### config.mk
export PLATFORM = sky130hd
export DESIGN_NAME = wb_write_arbiter
export DESIGN_NICKNAME = d
export VERILOG_FILES = /design/src/rtl/wb_pkg.sv /design/src/rtl/wb_mdu_fifo.sv /design/src/rtl/wb_write_arbiter.sv
export SDC_FILE = /design/constraint.sdc
export NUM_CORES = 1
export LEC_CHECK = 0
export BUFFER_PORTS_ARGS = -buffer_cell sky130_fd_sc_hd__buf_2
export CAP_MARGIN = 20
export CORE_UTILIZATION = 38
export DETAILED_ROUTE_END_ITERATION = 8
export GPL_TIMING_DRIVEN = 0
export REMOVE_ABC_BUFFERS = 1
export SYNTH_ARGS = -nofsm -noshare
export SYNTH_HDL_FRONTEND = slang
export SYNTH_HIERARCHICAL = 1
export SYNTH_SLANG_ARGS = --single-unit
### constraint.sdc
create_clock -name clk -period 5.1 [get_ports clk]
set_input_delay 1.02 -clock clk [delete_from_list [all_inputs] [get_ports clk]]
set_output_delay 1.02 -clock clk [all_outputs]
set_load 0.1 [all_outputs]
### src/rtl/wb_pkg.sv
`timescale 1ns/1ps
// wb_pkg: shared writeback encodings, FSM states and grant sources
package wb_pkg;
    localparam int REGWRITE_BIT = 1;
    localparam int MEMTOREG_BIT = 0;
    typedef enum logic {ARB_NORMAL = 1'b0, ARB_DRAIN = 1'b1} arb_state_t;
    localparam logic SRC_PIPE = 1'b0;
    localparam logic SRC_MDU  = 1'b1;
endpackage

### src/rtl/wb_mdu_fifo.sv
`timescale 1ns/1ps
// wb_mdu_fifo: 2-entry synchronous FIFO holding out-of-band MDU results
module wb_mdu_fifo #(
    parameter int W = 37
) (
    input  logic         clk,
    input  logic         rst,
    input  logic         push_i,
    input  logic         pop_i,
    input  logic [W-1:0] din_i,
    output logic [W-1:0] dout_o,
    output logic [1:0]   count_o
);
    logic [W-1:0] mem_q [2];
    logic         wr_q;
    logic         rd_q;
    logic [1:0]   count_q;
    // pointers wrap modulo 2; push and pop together leave the count unchanged
    always_ff @(posedge clk or posedge rst)
        if (rst) begin
            wr_q    <= 1'b0;
            rd_q    <= 1'b0;
            count_q <= 2'd0;
        end else begin
            wr_q    <= wr_q ^ push_i;
            rd_q    <= rd_q ^ pop_i;
            count_q <= count_q + 2'(push_i) - 2'(pop_i);
        end
    // storage needs no reset: the count gates what is ever read out
    always_ff @(posedge clk)
        if (push_i) mem_q[wr_q] <= din_i;
    assign dout_o  = mem_q[rd_q];
    assign count_o = count_q;
endmodule

### src/rtl/wb_write_arbiter.sv
`timescale 1ns/1ps
// wb_write_arbiter: shares the register-file write port between pipeline writeback and MDU results
// Optional WB_MDU_BYPASS_EN: MDU result into an empty FIFO with no pipe request is written directly
module wb_write_arbiter
    import wb_pkg::*;
#(
    parameter int DATA_W       = 32,
    parameter int ADDR_W       = 5,
    parameter int STARVE_LIMIT = 4
) (
    input  logic              clk,
    input  logic              rst,
    input  logic              pipe_valid,
    input  logic [1:0]        pipe_wb_control,
    input  logic [DATA_W-1:0] pipe_alu_result,
    input  logic [DATA_W-1:0] pipe_mem_read_data,
    input  logic [ADDR_W-1:0] pipe_rd,
    input  logic              mdu_valid,
    output logic              mdu_ready,
    input  logic [ADDR_W-1:0] mdu_rd,
    input  logic [DATA_W-1:0] mdu_data,
    output logic              stall_req,
    output logic              rf_we,
    output logic [ADDR_W-1:0] rf_waddr,
    output logic [DATA_W-1:0] rf_wdata,
    output logic              grant_src
);
    localparam int EW = ADDR_W + DATA_W;

    arb_state_t        state_q;
    logic [3:0]        starve_q;
    logic              drain_cnt_q;
    logic              rf_we_q;
    logic [ADDR_W-1:0] rf_waddr_q;
    logic [DATA_W-1:0] rf_wdata_q;
    logic              grant_src_q;

    logic              pipe_req;
    logic [DATA_W-1:0] pipe_data;
    logic [1:0]        fifo_count;
    logic [1:0]        count_after;
    logic [EW-1:0]     fifo_dout;
    logic [ADDR_W-1:0] fifo_rd;
    logic [DATA_W-1:0] fifo_data;
    logic              normal;
    logic              fifo_empty;
    logic              push_ok;
    logic              bypass;
    logic              fifo_push;
    logic              fifo_pop;
    logic              grant_pipe;
    logic              grant_any;
    logic [ADDR_W-1:0] sel_rd;
    logic [DATA_W-1:0] sel_data;
    logic              starve_inc;
    logic              starve_hit;
    logic              drain_exit;

    wb_mdu_fifo #(.W(EW)) u_fifo (
        .clk     (clk),
        .rst     (rst),
        .push_i  (fifo_push),
        .pop_i   (fifo_pop),
        .din_i   ({mdu_rd, mdu_data}),
        .dout_o  (fifo_dout),
        .count_o (fifo_count)
    );

    // request decode, writeback mux and grant selection for the current cycle
    always_comb begin
        normal      = state_q == ARB_NORMAL;
        fifo_empty  = fifo_count == 2'd0;
        mdu_ready   = fifo_count != 2'd2;
        push_ok     = mdu_valid & mdu_ready;
        pipe_req    = pipe_valid & pipe_wb_control[REGWRITE_BIT] & (pipe_rd != '0);
        pipe_data   = pipe_wb_control[MEMTOREG_BIT] ? pipe_mem_read_data : pipe_alu_result;
`ifdef WB_MDU_BYPASS_EN
        bypass      = normal & fifo_empty & ~pipe_req & push_ok;
`else
        bypass      = 1'b0;
`endif
        fifo_push   = push_ok & ~bypass;
        grant_pipe  = normal & pipe_req;
        fifo_pop    = ~fifo_empty & ~grant_pipe;
        grant_any   = grant_pipe | fifo_pop | bypass;
        {fifo_rd, fifo_data} = fifo_dout;
        sel_rd      = grant_pipe ? pipe_rd : bypass ? mdu_rd : fifo_rd;
        sel_data    = grant_pipe ? pipe_data : bypass ? mdu_data : fifo_data;
        count_after = fifo_count - 2'(fifo_pop) + 2'(fifo_push);
        starve_inc  = grant_pipe & ~fifo_empty;
        starve_hit  = starve_inc & (starve_q + 4'd1 == 4'(STARVE_LIMIT));
        drain_exit  = (count_after == 2'd0) | drain_cnt_q;
    end

    // FSM, starvation counter and registered write port
    always_ff @(posedge clk or posedge rst)
        if (rst) begin
            state_q     <= ARB_NORMAL;
            starve_q    <= 4'd0;
            drain_cnt_q <= 1'b0;
            rf_we_q     <= 1'b0;
            rf_waddr_q  <= '0;
            rf_wdata_q  <= '0;
            grant_src_q <= SRC_PIPE;
        end else begin
            rf_we_q <= grant_any & (sel_rd != '0);
            if (grant_any & (sel_rd != '0)) begin
                rf_waddr_q  <= sel_rd;
                rf_wdata_q  <= sel_data;
                grant_src_q <= grant_pipe ? SRC_PIPE : SRC_MDU;
            end
            if (normal) begin
                starve_q    <= (starve_inc & ~starve_hit) ? starve_q + 4'd1 : 4'd0;
                state_q     <= starve_hit ? ARB_DRAIN : ARB_NORMAL;
                drain_cnt_q <= 1'b0;
            end else begin
                starve_q    <= 4'd0;
                state_q     <= drain_exit ? ARB_NORMAL : ARB_DRAIN;
                drain_cnt_q <= ~drain_exit;
            end
        end

    assign stall_req = state_q == ARB_DRAIN;
    assign rf_we     = rf_we_q;
    assign rf_waddr  = rf_waddr_q;
    assign rf_wdata  = rf_wdata_q;
    assign grant_src = grant_src_q;
endmodule

==> flow_summary.ini <==
[synth]
synth_fa_ha_area_frac = 0.0163
synth_xor_area_frac = 0.0109
synth_edf_count = 74
yosys.area.top_type = edfxtp_1
synth_top_family_by_area = multiplexers
muxShareOfSynthArea = 0.151
synth-simple-area-share = 0.0462
seq_area_frac_synth = 0.640
synthArstFlopShare = 0.398
synthDistinctLibCells = 32
syn_area_per_cell_um2 = 14.1
synth_top_cell_area_share = 0.412
synth-seq-cells = 123
synth-compound-area-share = 0.101
ys_dominant_reg_cell = edfxtp_1
syn_inst = 383
ys_top_cells_by_area = edfxtp_1 41%, dfrtp_1 23%, mux2i_1 5.9%
syn-cell-area_mm2 = 0.00539
synthesis.yosys.warnings = 6

[global_routing]
grt_start_max_net_pins = 40
use_met2 = 0.281
grtUsageMet1 = 0.199
met3_usage = 0.0479
top_usage_layer = met2
grtUsageTotal = 0.168
antenna_found_initial = 0
grt.overflow.total = 0
grt_pass1_wl_mm = 18.1
grt_pass1_vias = 3560

[critical_path]
crit_path_start_kind = primary input
r2r-start = u_fifo/rd_q$_DFF_PP0_
cp_max_fo = 33
arrival_ns = 3.42
reg2reg_to = rf_waddr[2]$_DFFE_PP0P_
crit_start = pipe_rd[4]
criticalPathCategory = primary input to register
crit_required_ns = 5.40
endpoint_kind = register
crit_end = stall_req$_DFF_PP0_
reg2reg_depth = 6
r2r_slack_ns = 2.05

[sta]
fmax_mhz = 320
relSlewSlack = 0.325
skew_ns = 0.00728
worst_slew_pin_slew_ns = 1.01
setup_tns_ns = 0
slew_viol_final = 0
fin_ws_ns = 1.98
timing.final.crit_share = 0.612
rsz0062_at_grt = no
hold_violations = 0
min_period_ns = 3.12
setup_viol = 0

[clock_tree]
post_cts_buffers = 0
cts_resized = 0
cts_tree = built
holdBufCountCts = 0
cts_buffer_depth = 2
cts.sinks = 123
h-tree-depth = 4
cts_buffers = 17
cts-root-buf = clkbuf_16
clkTransAtPathRegs_ns = 0.05
insertion_delay_ns = 0.41

[routing]
via_count = 3593
viasPerCell = 4.92
drtIter0Drc = 128
drc = 0
ant_nets = 0
firstDrtPassIters = 4
routed_wl_mm = 11.6
wl_per_cell_um = 15.8

[placed_design]
numPortBuffers = 152
dpl_cell_area_mm2 = 0.00643
post-place-ws_ns = 1.61
dp.cells = 699
hpwl_mm = 8.10
finalWeightedCongestion = 0.740

[die]
rows = 43
coreArea_mm2 = 0.0139
io_pins = 153
start_util = 0.388
dieArea_mm2 = 0.0147
die_x_um = 121
die_h_um = 121

[pwr]
power_w = 0.00536
ir_drop_uv = 361
power.density_mw_per_mm2 = 760
p_leak_nw = 3.12

[cells_and_area]
post_route_cells_drive_above_1_share = 0.419
diodes = 0
nets = 657
syn_to_final_growth_pct = 30.9
final_cell_mix = 152 x buf_2, 74 x edfxtp_1, 48 x dfrtp_1
finalInstanceArea_mm2 = 0.00705
final_common_cell = buf_2
stdcell_count = 731

[flow_run]
cap_violations = 0

[status]
status = finished, final reports clean

[worst_hold_path]
holdCritPathClass = register to register
cell type report:
cell class,count,area [um2]
Clock inverter,9,169
Multi-Input combinational cell,223,1770
Sequential cell,123,3450
Fill cell,1241,6830
Inverter,14,52.6
Tap cell,180,225
Clock buffer,23,458
Timing Repair Buffer,159,931
cell families (layout without fill, tap and decap cells):
kind of cell | count (synthesis) | after routing
multiplexers | 69 | 69
XOR/XNOR | 5 | 5
flip-flops | 123 | 123
AND/OR/NAND/NOR | 56 | 56
adder cells (fa/ha/maj) | 7 | 7
AO/OA/AOI/OAI | 86 | 86
buffers and inverters | 37 | 205
flip-flops by register name (all words and copies together) (netlist names):
| register | count |
|---|---|
| stall_req | 1 |
| grant_src | 1 |
| u_fifo/count_o | 2 |
| u_fifo/wr_q | 1 |
| u_fifo/mem_q | 74 |
| rf_we | 1 |
| drain_cnt_q | 1 |
| rf_wdata | 32 |
| starve_q | 4 |
| u_fifo/rd_q | 1 |
| rf_waddr | 5 |
per-stage QoR:
step,hold WS [ns],util
4_1_cts,0.436,0.508
3_5_place_dp,0.429,0.463
3_3_place_gp,0.422,0.450
6_report,0.437,0.508
2_1_floorplan,0.410,-
5_1_grt,0.459,0.508
where the power goes:
part	internal (W)	leakage, nW	switching [W]
sequential	0.00140	1.27	0.000160
combinational	0.000685	1.55	0.00184
clock	0.000875	0.307	0.000400
total	0.00296	3.12	0.00240
worst max-delay path, stage by stage:
cell and delay, ns:
buf_2 0.10, or4_4 0.54, o21a_2 0.43, nor2_1 0.36, ha_1 0.29, inv_1 0.06
ha_1 0.15, xnor2_1 0.13, nor2_1 0.08, o32ai_1 0.25
cells in the mapped netlist, types with 2 or more instances:
master and instances:
o32ai_1 5, xnor2_1 2, nand2_1 38, o21ai_0 6, nand2b_1 2, xor2_1 2
mux2i_1 32, buf_2 8, nor2_1 8, buf_6 5, mux2_4 20, inv_1 14
mux2_2 17, a22oi_1 33, a21oi_1 37, edfxtp_1 74, ha_1 7, a21o_1 2
clkbuf_1 10, dfrtp_1 49
worst min-delay path by stage:
stage                          startpoint               endpoint  slack [ns]  depth (start not counted)
finish              drain_cnt_q$_DFF_PP0_  drain_cnt_q$_DFF_PP0_        0.44                          1
global route        drain_cnt_q$_DFF_PP0_  drain_cnt_q$_DFF_PP0_        0.46                          1
CTS                 drain_cnt_q$_DFF_PP0_  drain_cnt_q$_DFF_PP0_        0.44                          1
detailed placement  drain_cnt_q$_DFF_PP0_  drain_cnt_q$_DFF_PP0_        0.43                          1
global placement    drain_cnt_q$_DFF_PP0_  drain_cnt_q$_DFF_PP0_        0.42                          1
floorplan           drain_cnt_q$_DFF_PP0_  drain_cnt_q$_DFF_PP0_        0.41                          1
layer usage:
layer	vias up	part of all wire
li1	1736	-
met4	0	0.017
met5	-	0
met1	1727	0.43
met3	15	0.058
met2	115	0.49
No activity file was read; power rests on OpenSTA's default activity.
